`config.mk`:
```
export PLATFORM = sky130hd
export DESIGN_NAME = deserializer_controller
export DESIGN_NICKNAME = d
export VERILOG_FILES = /design/src/rtl/deserializer_controller.sv
export SDC_FILE = /design/constraint.sdc
export NUM_CORES = 1
export LEC_CHECK = 0
export BUFFER_PORTS_ARGS = -buffer_cell sky130_fd_sc_hd__buf_2
export CORE_MARGIN = 3
export CORE_UTILIZATION = 31
export DETAILED_ROUTE_END_ITERATION = 6
export HOLD_SLACK_MARGIN = 0.06
export PLACE_DENSITY_LB_ADDON = 0.1
export SKIP_LAST_GASP = 1
export SYNTH_ARGS = -nofsm -noshare
export SYNTH_HDL_FRONTEND = slang
export SYNTH_SLANG_ARGS = --single-unit
```
`constraint.sdc`:
```
create_clock -name clk -period 3.5 [get_ports clk]
set_clock_uncertainty 0.1 [all_clocks]
set_input_delay 0.35 -clock clk [delete_from_list [all_inputs] [get_ports clk]]
set_output_delay 0.35 -clock clk [all_outputs]
set_load 0.01 [all_outputs]
```
`src/rtl/deserializer_controller.sv`:
```
// rtl/deserializer_controller.sv - link phit deserializer feeding the router input FIFO
// Assembles MSB-first phits into flits; one-flit output holding register decouples assembly from FIFO backpressure.
module deserializer_controller #(
  parameter int INPUT_SIZE  = 4,
  parameter int OUTPUT_SIZE = 32,
  localparam int PHIT_NUMBER = OUTPUT_SIZE / INPUT_SIZE
) (
  input  logic                   clk,
  input  logic                   reset,
  input  logic [INPUT_SIZE-1:0]  phit_in,
  input  logic                   phit_valid,
  input  logic                   fifo_full,
  output logic                   write_fifo,
  output logic [OUTPUT_SIZE-1:0] flit_out,
  output logic                   deserializer_idle,
  output logic                   overflow
);

  localparam int CW = $clog2(PHIT_NUMBER);

  typedef enum logic [1:0] {IDLE, RECEIVING, FLIT_DONE} state_t;

  state_t                 state;
  logic [CW-1:0]          count;
  logic [OUTPUT_SIZE-1:0] shift;
  logic                   pending;
  logic [OUTPUT_SIZE-1:0] next_shift;
  logic                   last_phit;

  assign next_shift        = {shift[OUTPUT_SIZE-INPUT_SIZE-1:0], phit_in};
  assign last_phit         = (state == RECEIVING) && phit_valid && (count == CW'(PHIT_NUMBER - 1));
  assign write_fifo        = pending & ~fifo_full;
  assign deserializer_idle = (state == IDLE) & ~pending;

  always_ff @(posedge clk) begin
    if (!reset) begin
      state    <= IDLE;
      count    <= '0;
      shift    <= '0;
      flit_out <= '0;
      pending  <= 1'b0;
      overflow <= 1'b0;
    end else begin
      if (phit_valid) shift <= next_shift;

      case (state)
        IDLE: begin
          if (phit_valid) begin
            count <= CW'(1);
            state <= RECEIVING;
          end
        end
        RECEIVING: begin
          if (phit_valid) begin
            if (count == CW'(PHIT_NUMBER - 1)) begin
              count <= '0;
              state <= FLIT_DONE;
            end else begin
              count <= count + CW'(1);
            end
          end
        end
        FLIT_DONE: begin
          if (phit_valid) begin
            count <= CW'(1);
            state <= RECEIVING;
          end else begin
            state <= IDLE;
          end
        end
        default: state <= IDLE;
      endcase

      // A completed flit may reuse the holding register only if it is empty or draining this edge.
      if (last_phit && (!pending || write_fifo)) begin
        flit_out <= next_shift;
        pending  <= 1'b1;
      end else begin
        if (write_fifo) pending  <= 1'b0;
        if (last_phit)  overflow <= 1'b1;
      end
    end
  end

endmodule

```
==> metrics, run 1 <==
Remaining Overflow, GRT 0; Clock power frac 0.394; Antenna diodes 0; Worst-path clk slew 0.07 ns; slew at the pin with the worst max-slew slack 1.02 ns; placed wire-length estimate 3190 microns; Post-CTS Setup Bufs 0; Crit. End Element register; Die H 97.5 microns; Slew Limit Fails 0; outcome finished, final reports clean; Arrival @ worst endpoint 2.13 ns; Seq/Total Area, Yosys 0.517; CTS tree built; final wirelength 5230 microns; GP Congestion 0.676; Port Buf Inserts 42; die footprint 9510 sq um; Sequential Power Share 0.564; Cell Int Power 1060 uW; area added between synthesis and finish 15.9%; Net Switching 319 uW; Reg area 1340 sq um; number of synthesis warnings 0; Cell Chain, Critical Path ha_1 > ha_1 > nand4b_4 > a21oi_4 > buf_4 > mux2i_1; CTS resizes 0; Core Util, Final 0.380; synthesized area per cell 9.76 sq um; WL/cell 12.8 microns; Multi-input gate area 1140 sq um; Setup TNS 0 ns; Starting Density 0.327; IO Pins 43; DRT Pass-1 Iters 4; H-tree Lvls 3; antenna viol nets, final 0; gr usage total 0.117; post-DR vias/cell 4.50; max frequency 507 MHz; clock buffer count from CTS 9; crit path time final 1.97 ns; CP Launch Type register; CTS Hold Bufs 0; slowest cell delay on critical path 0.48 ns; post-synth net total 276; Core Region 7930 sq um; post-synthesis register bit count 67; Cell variety after synth 23; Req. time, crit path 3.66 ns; power per cell area 458 nW/um^2; DRC Markers 0; worst vdd ir 0.207 mV; Max FO, Critical Path 32; hold crit path type in2reg; DP Area 2850 sq um; Leak 0.00125 uW; Placement Rows 32; initial antenna violation count 0; Sw Ratio 0.231; Mapped Cells 266; # nets final 313; crit share post-route 0.563; share of cells above drive strength 1 0.199; Bufs on Longest Clock Path 2; final instance area 3010 sq um; filler cell count 838; Post-Syn Area 2600 sq um; via count 1840; Slew headroom 0.318; clk_lat worst skew 0.34 ns; unrepaired setup endpoints after global routing false; CP most frequent cell ha_1; CTS Sinks 67; maxcap violations 0; number of global-route vias before repair 1755; final setup fails 0; initial detailed-routing violation count 36; Fin. Hold Viols 0; Comb pwr share 0.041; Clock Tree Root clkbuf_8; critical path class reg2reg; first-pass GRT wire length 8930 microns; critical path's slowest cell buf_4; die width 97.5 microns; largest net degree at the start of global routing 70
[layout make-up]
class,instances,area share
Tap cell,102,0.0424
Multi-Input combinational cell,179,0.380
Clock inverter,3,0.00499
Sequential cell,67,0.446
Timing Repair Buffer,45,0.0773
Clock buffer,12,0.0482
Inverter,1,0.00125
[cells in the mapped netlist]
cell type	number	area, sq um
nand2_1	68	255
dfxtp_1	67	1340
mux2i_1	61	611
nor2_1	31	116
clkbuf_1	9	33.8
buf_2	5	25.0
a21oi_1	3	15.0
buf_6	3	33.8
buf_4	2	15.0
ha_1	2	25.0
nor2b_1	2	12.5
o21ai_0	2	10.0
a21bo_2	1	10.0
a21oi_4	1	16.3
a22oi_1	1	7.51
inv_1	1	3.75
nand3_1	1	5.00
nand3b_1	1	7.51
nand4b_1	1	8.76
nand4b_4	1	23.8
nor3_1	1	5.00
o21a_1	1	7.51
o31ai_1	1	7.51
[path summary, 6_finish.rpt]
kind	cells after the start	slack, ns	from	end
worst max-delay path	6	1.53	count[0]	flit_out[5]
worst min-delay path	3	0.17	phit_in[0]	shift[0]
worst max register to register	6	1.53	count[0]	flit_out[5]
worst min register to register	2	0.36	flit_out[21]	flit_out[21]
[flip-flops by register name (all words and copies together), names as in the netlist]
name      count
count         3
flit_out     32
overflow      1
pending       1
shift        28
state         2
[power groups by stage]
| stage | logic, uW | registers [uW] | clock network (uW) |
|---|---|---|---|
| after floorplan | 47.9 | 791 | 0 |
| after global placement | 58.6 | 795 | 0 |
| after detailed placement | 58.9 | 795 | 0 |
| after CTS | 59.0 | 778 | 570 |
| after global routing | 64.5 | 779 | 608 |
| final | 57.0 | 778 | 544 |
[cells by family after synthesis]
group | Yosys count | share of synthesized area
AOI/OAI and AO/OA | 10 | 0.0284
adders and majority gates | 2 | 0.00964
buffers and inverters | 20 | 0.0429
DFF | 67 | 0.517
and+or+nand+nor | 106 | 0.167
muxes | 61 | 0.235
[cells in the final DEF, fill, tap and decap left out, drive strengths merged]
| cell type | n |
|---|---|
| buf | 45 |
| o21a | 1 |
| nor2b | 2 |
| a21bo | 1 |
| o21ai | 2 |
| clkbuf | 12 |
| clkinv | 3 |
| o31ai | 1 |
| nor2 | 31 |
| nand3b | 1 |
| nand2 | 68 |
| nand3 | 1 |
| a21oi | 4 |
| dfxtp | 67 |
| nor3 | 1 |
| nand4b | 2 |
| ha | 2 |
| a22oi | 1 |
| inv | 1 |
| mux2i | 61 |
[worst max-delay path: cells and delay by family (launching register included)]
kind	cells	cell delay, ns
adders and majority gates	2	0.41
buffers and inverters	1	0.48
DFF	1	0.35
muxes	1	0.25
AOI/OAI and AO/OA	1	0.13
and+or+nand+nor	1	0.15
[metal layers]
layer	share of wire	GRT usage
met2	0.45	0.173
met3	0.061	0.0531
met1	0.48	0.152
met4	0.013	0.0383
met5	0	0
[metrics by stage]
step	hold slack, ns	cells	power (uW)	setup slack [ns]
after floorplan	0.337	266	839	1.93
after global placement	0.343	394	854	1.58
after detailed placement	0.344	394	854	1.52
after CTS	0.160	409	1410	1.50
after global routing	0.152	409	1450	1.37
final	0.170	409	1380	1.53
(Power assumes the default switching activity.)
==> inputs of run 2 (changes only) <==
- clock period: 3.5 -> 1.95 ns (I/O delays scaled with it)
==> run 2 against run 1 <==
  * Count of clock-buffer cells in the layout unchanged
  * Die area unchanged
  * Flip-flop and latch count is the same
  * Global-route usage is 0.62 points higher
  * Clock power is 140% higher
  * Maximum frequency up 12%
  * Sequential share of layout area down 2.1 points
  * Via count up 2.6%
  * Sequential power up 80%
  * First-iteration DRC count rose by 17%
  * Critical path type unchanged
  * Largest cell class unchanged
  * Highest routed layer unchanged
==> metrics, run 2 (synthesis results as in run 1) <==
outcome finished, final reports clean; maxcap violations 0; critical path class reg2reg; die footprint 9510 sq um; clk_lat worst skew 0.34 ns; Remaining Overflow, GRT 0; CTS resizes 0; worst vdd ir 0.431 mV; post-DR vias/cell 4.51; IO Pins 43; hold crit path type in2reg; Setup WS pre-CTS 0.213 ns; final instance area 3160 sq um; Setup TNS 0 ns; crit path time final 1.76 ns; initial detailed-routing violation count 42; area added between synthesis and finish 21.7%; Hold Slack 0.0936 ns; most frequent cells in the layout nand2_1, dfxtp_1, mux2i_1; via count 1887; most common library cell in the layout ignoring fill and taps nand2_1; Max FO, Critical Path 13; Post-CTS Setup Bufs 0; placed wire-length estimate 3560 microns; Largest regs flit_out: 32 flops, shift: 28 flops, count: 3 flops; max frequency 567 MHz; CP Launch Type register; CTS Hold Bufs 4; WL/cell 12.8 microns; clock buffer count from CTS 9; Arrival @ worst endpoint 1.93 ns; Placement Rows 32; Clock Tree Root clkbuf_8; H-tree Lvls 3; Largest register FFs 32; share of cells above drive strength 1 0.212; power per cell area 892 nW/um^2; antenna viol nets, final 0; number of global-route vias before repair 1910; Req. time, crit path 2.11 ns; post-route setup slack 0.188 ns; filler cell count 828; Crit. End Element register; GP Congestion 0.742; Antenna diodes 0; Leak 0.00132 uW; Slew Limit Fails 0; Starting Density 0.327; DP Area 2890 sq um; Worst-path clk slew 0.07 ns; Fin. Hold Viols 0; Largest Register flit_out; DRC Markers 0; die width 97.5 microns; Core Region 7930 sq um; DRT Pass-1 Iters 4; Slew headroom 0.747; largest net degree at the start of global routing 30; # nets final 321; final setup fails 0; Bufs on Longest Clock Path 2; CTS tree built; final wirelength 5340 microns; slew at the pin with the worst max-slew slack 0.379 ns; CTS Sinks 67; gr usage total 0.123; crit share post-route 0.904; first-pass GRT wire length 9440 microns; Die H 97.5 microns; Port Buf Inserts 42; initial antenna violation count 0; unrepaired setup endpoints after global routing false
[run 2: per-layer routing]
layer,part of all wire,track usage,vias up
li1,-,-,968
met1,0.51,0.166,872
met2,0.42,0.175,36
met3,0.039,0.0323,11
met4,0.025,0.0745,0
met5,0,0,-
[run 2: path summary, 6_finish.rpt]
kind         slack, ns  cells past startpoint          from      endpoint
max               0.19                      6      count[0]   flit_out[7]
max reg2reg       0.19                      6      count[0]   flit_out[7]
min               0.09                      3    phit_valid      state[1]
min reg2reg       0.35                      2  flit_out[21]  flit_out[21]
[run 2: area by class of cell]
| cell class | count | area (sq um) | area share |
|---|---|---|---|
| flip-flops and latches | 67 | 1340 | 0.425 |
| multi-input cells | 179 | 1140 | 0.362 |
| repair buffers | 53 | 315 | 0.0998 |
| clock buffers | 12 | 155 | 0.0491 |
| well taps | 102 | 128 | 0.0404 |
| clock inverters | 4 | 72.6 | 0.0230 |
| inverters | 1 | 3.75 | 0.00119 |
[run 2: per-stage QoR]
stage	total power, uW	instances	utilization
2_1_floorplan	1510	266	-
3_3_place_gp	1540	398	0.365
3_5_place_dp	1540	398	0.365
4_1_cts	2860	418	0.399
5_1_grt	2950	418	0.399
6_report	2820	418	0.399
[run 2: power breakdown]
part           switching, uW  total, uW  internal [uW]
sequential              13.9       1400           1380
clock                    520       1310            789
combinational           68.4        113           44.6
total                    603       2820           2210
[run 2: critical path, cell delays in order (launching register included)]
cell and delay [ns]:
dfxtp_1 0.35, ha_1 0.15, ha_1 0.25, nand4b_4 0.15, a21oi_4 0.17, buf_4 0.28
mux2i_1 0.22
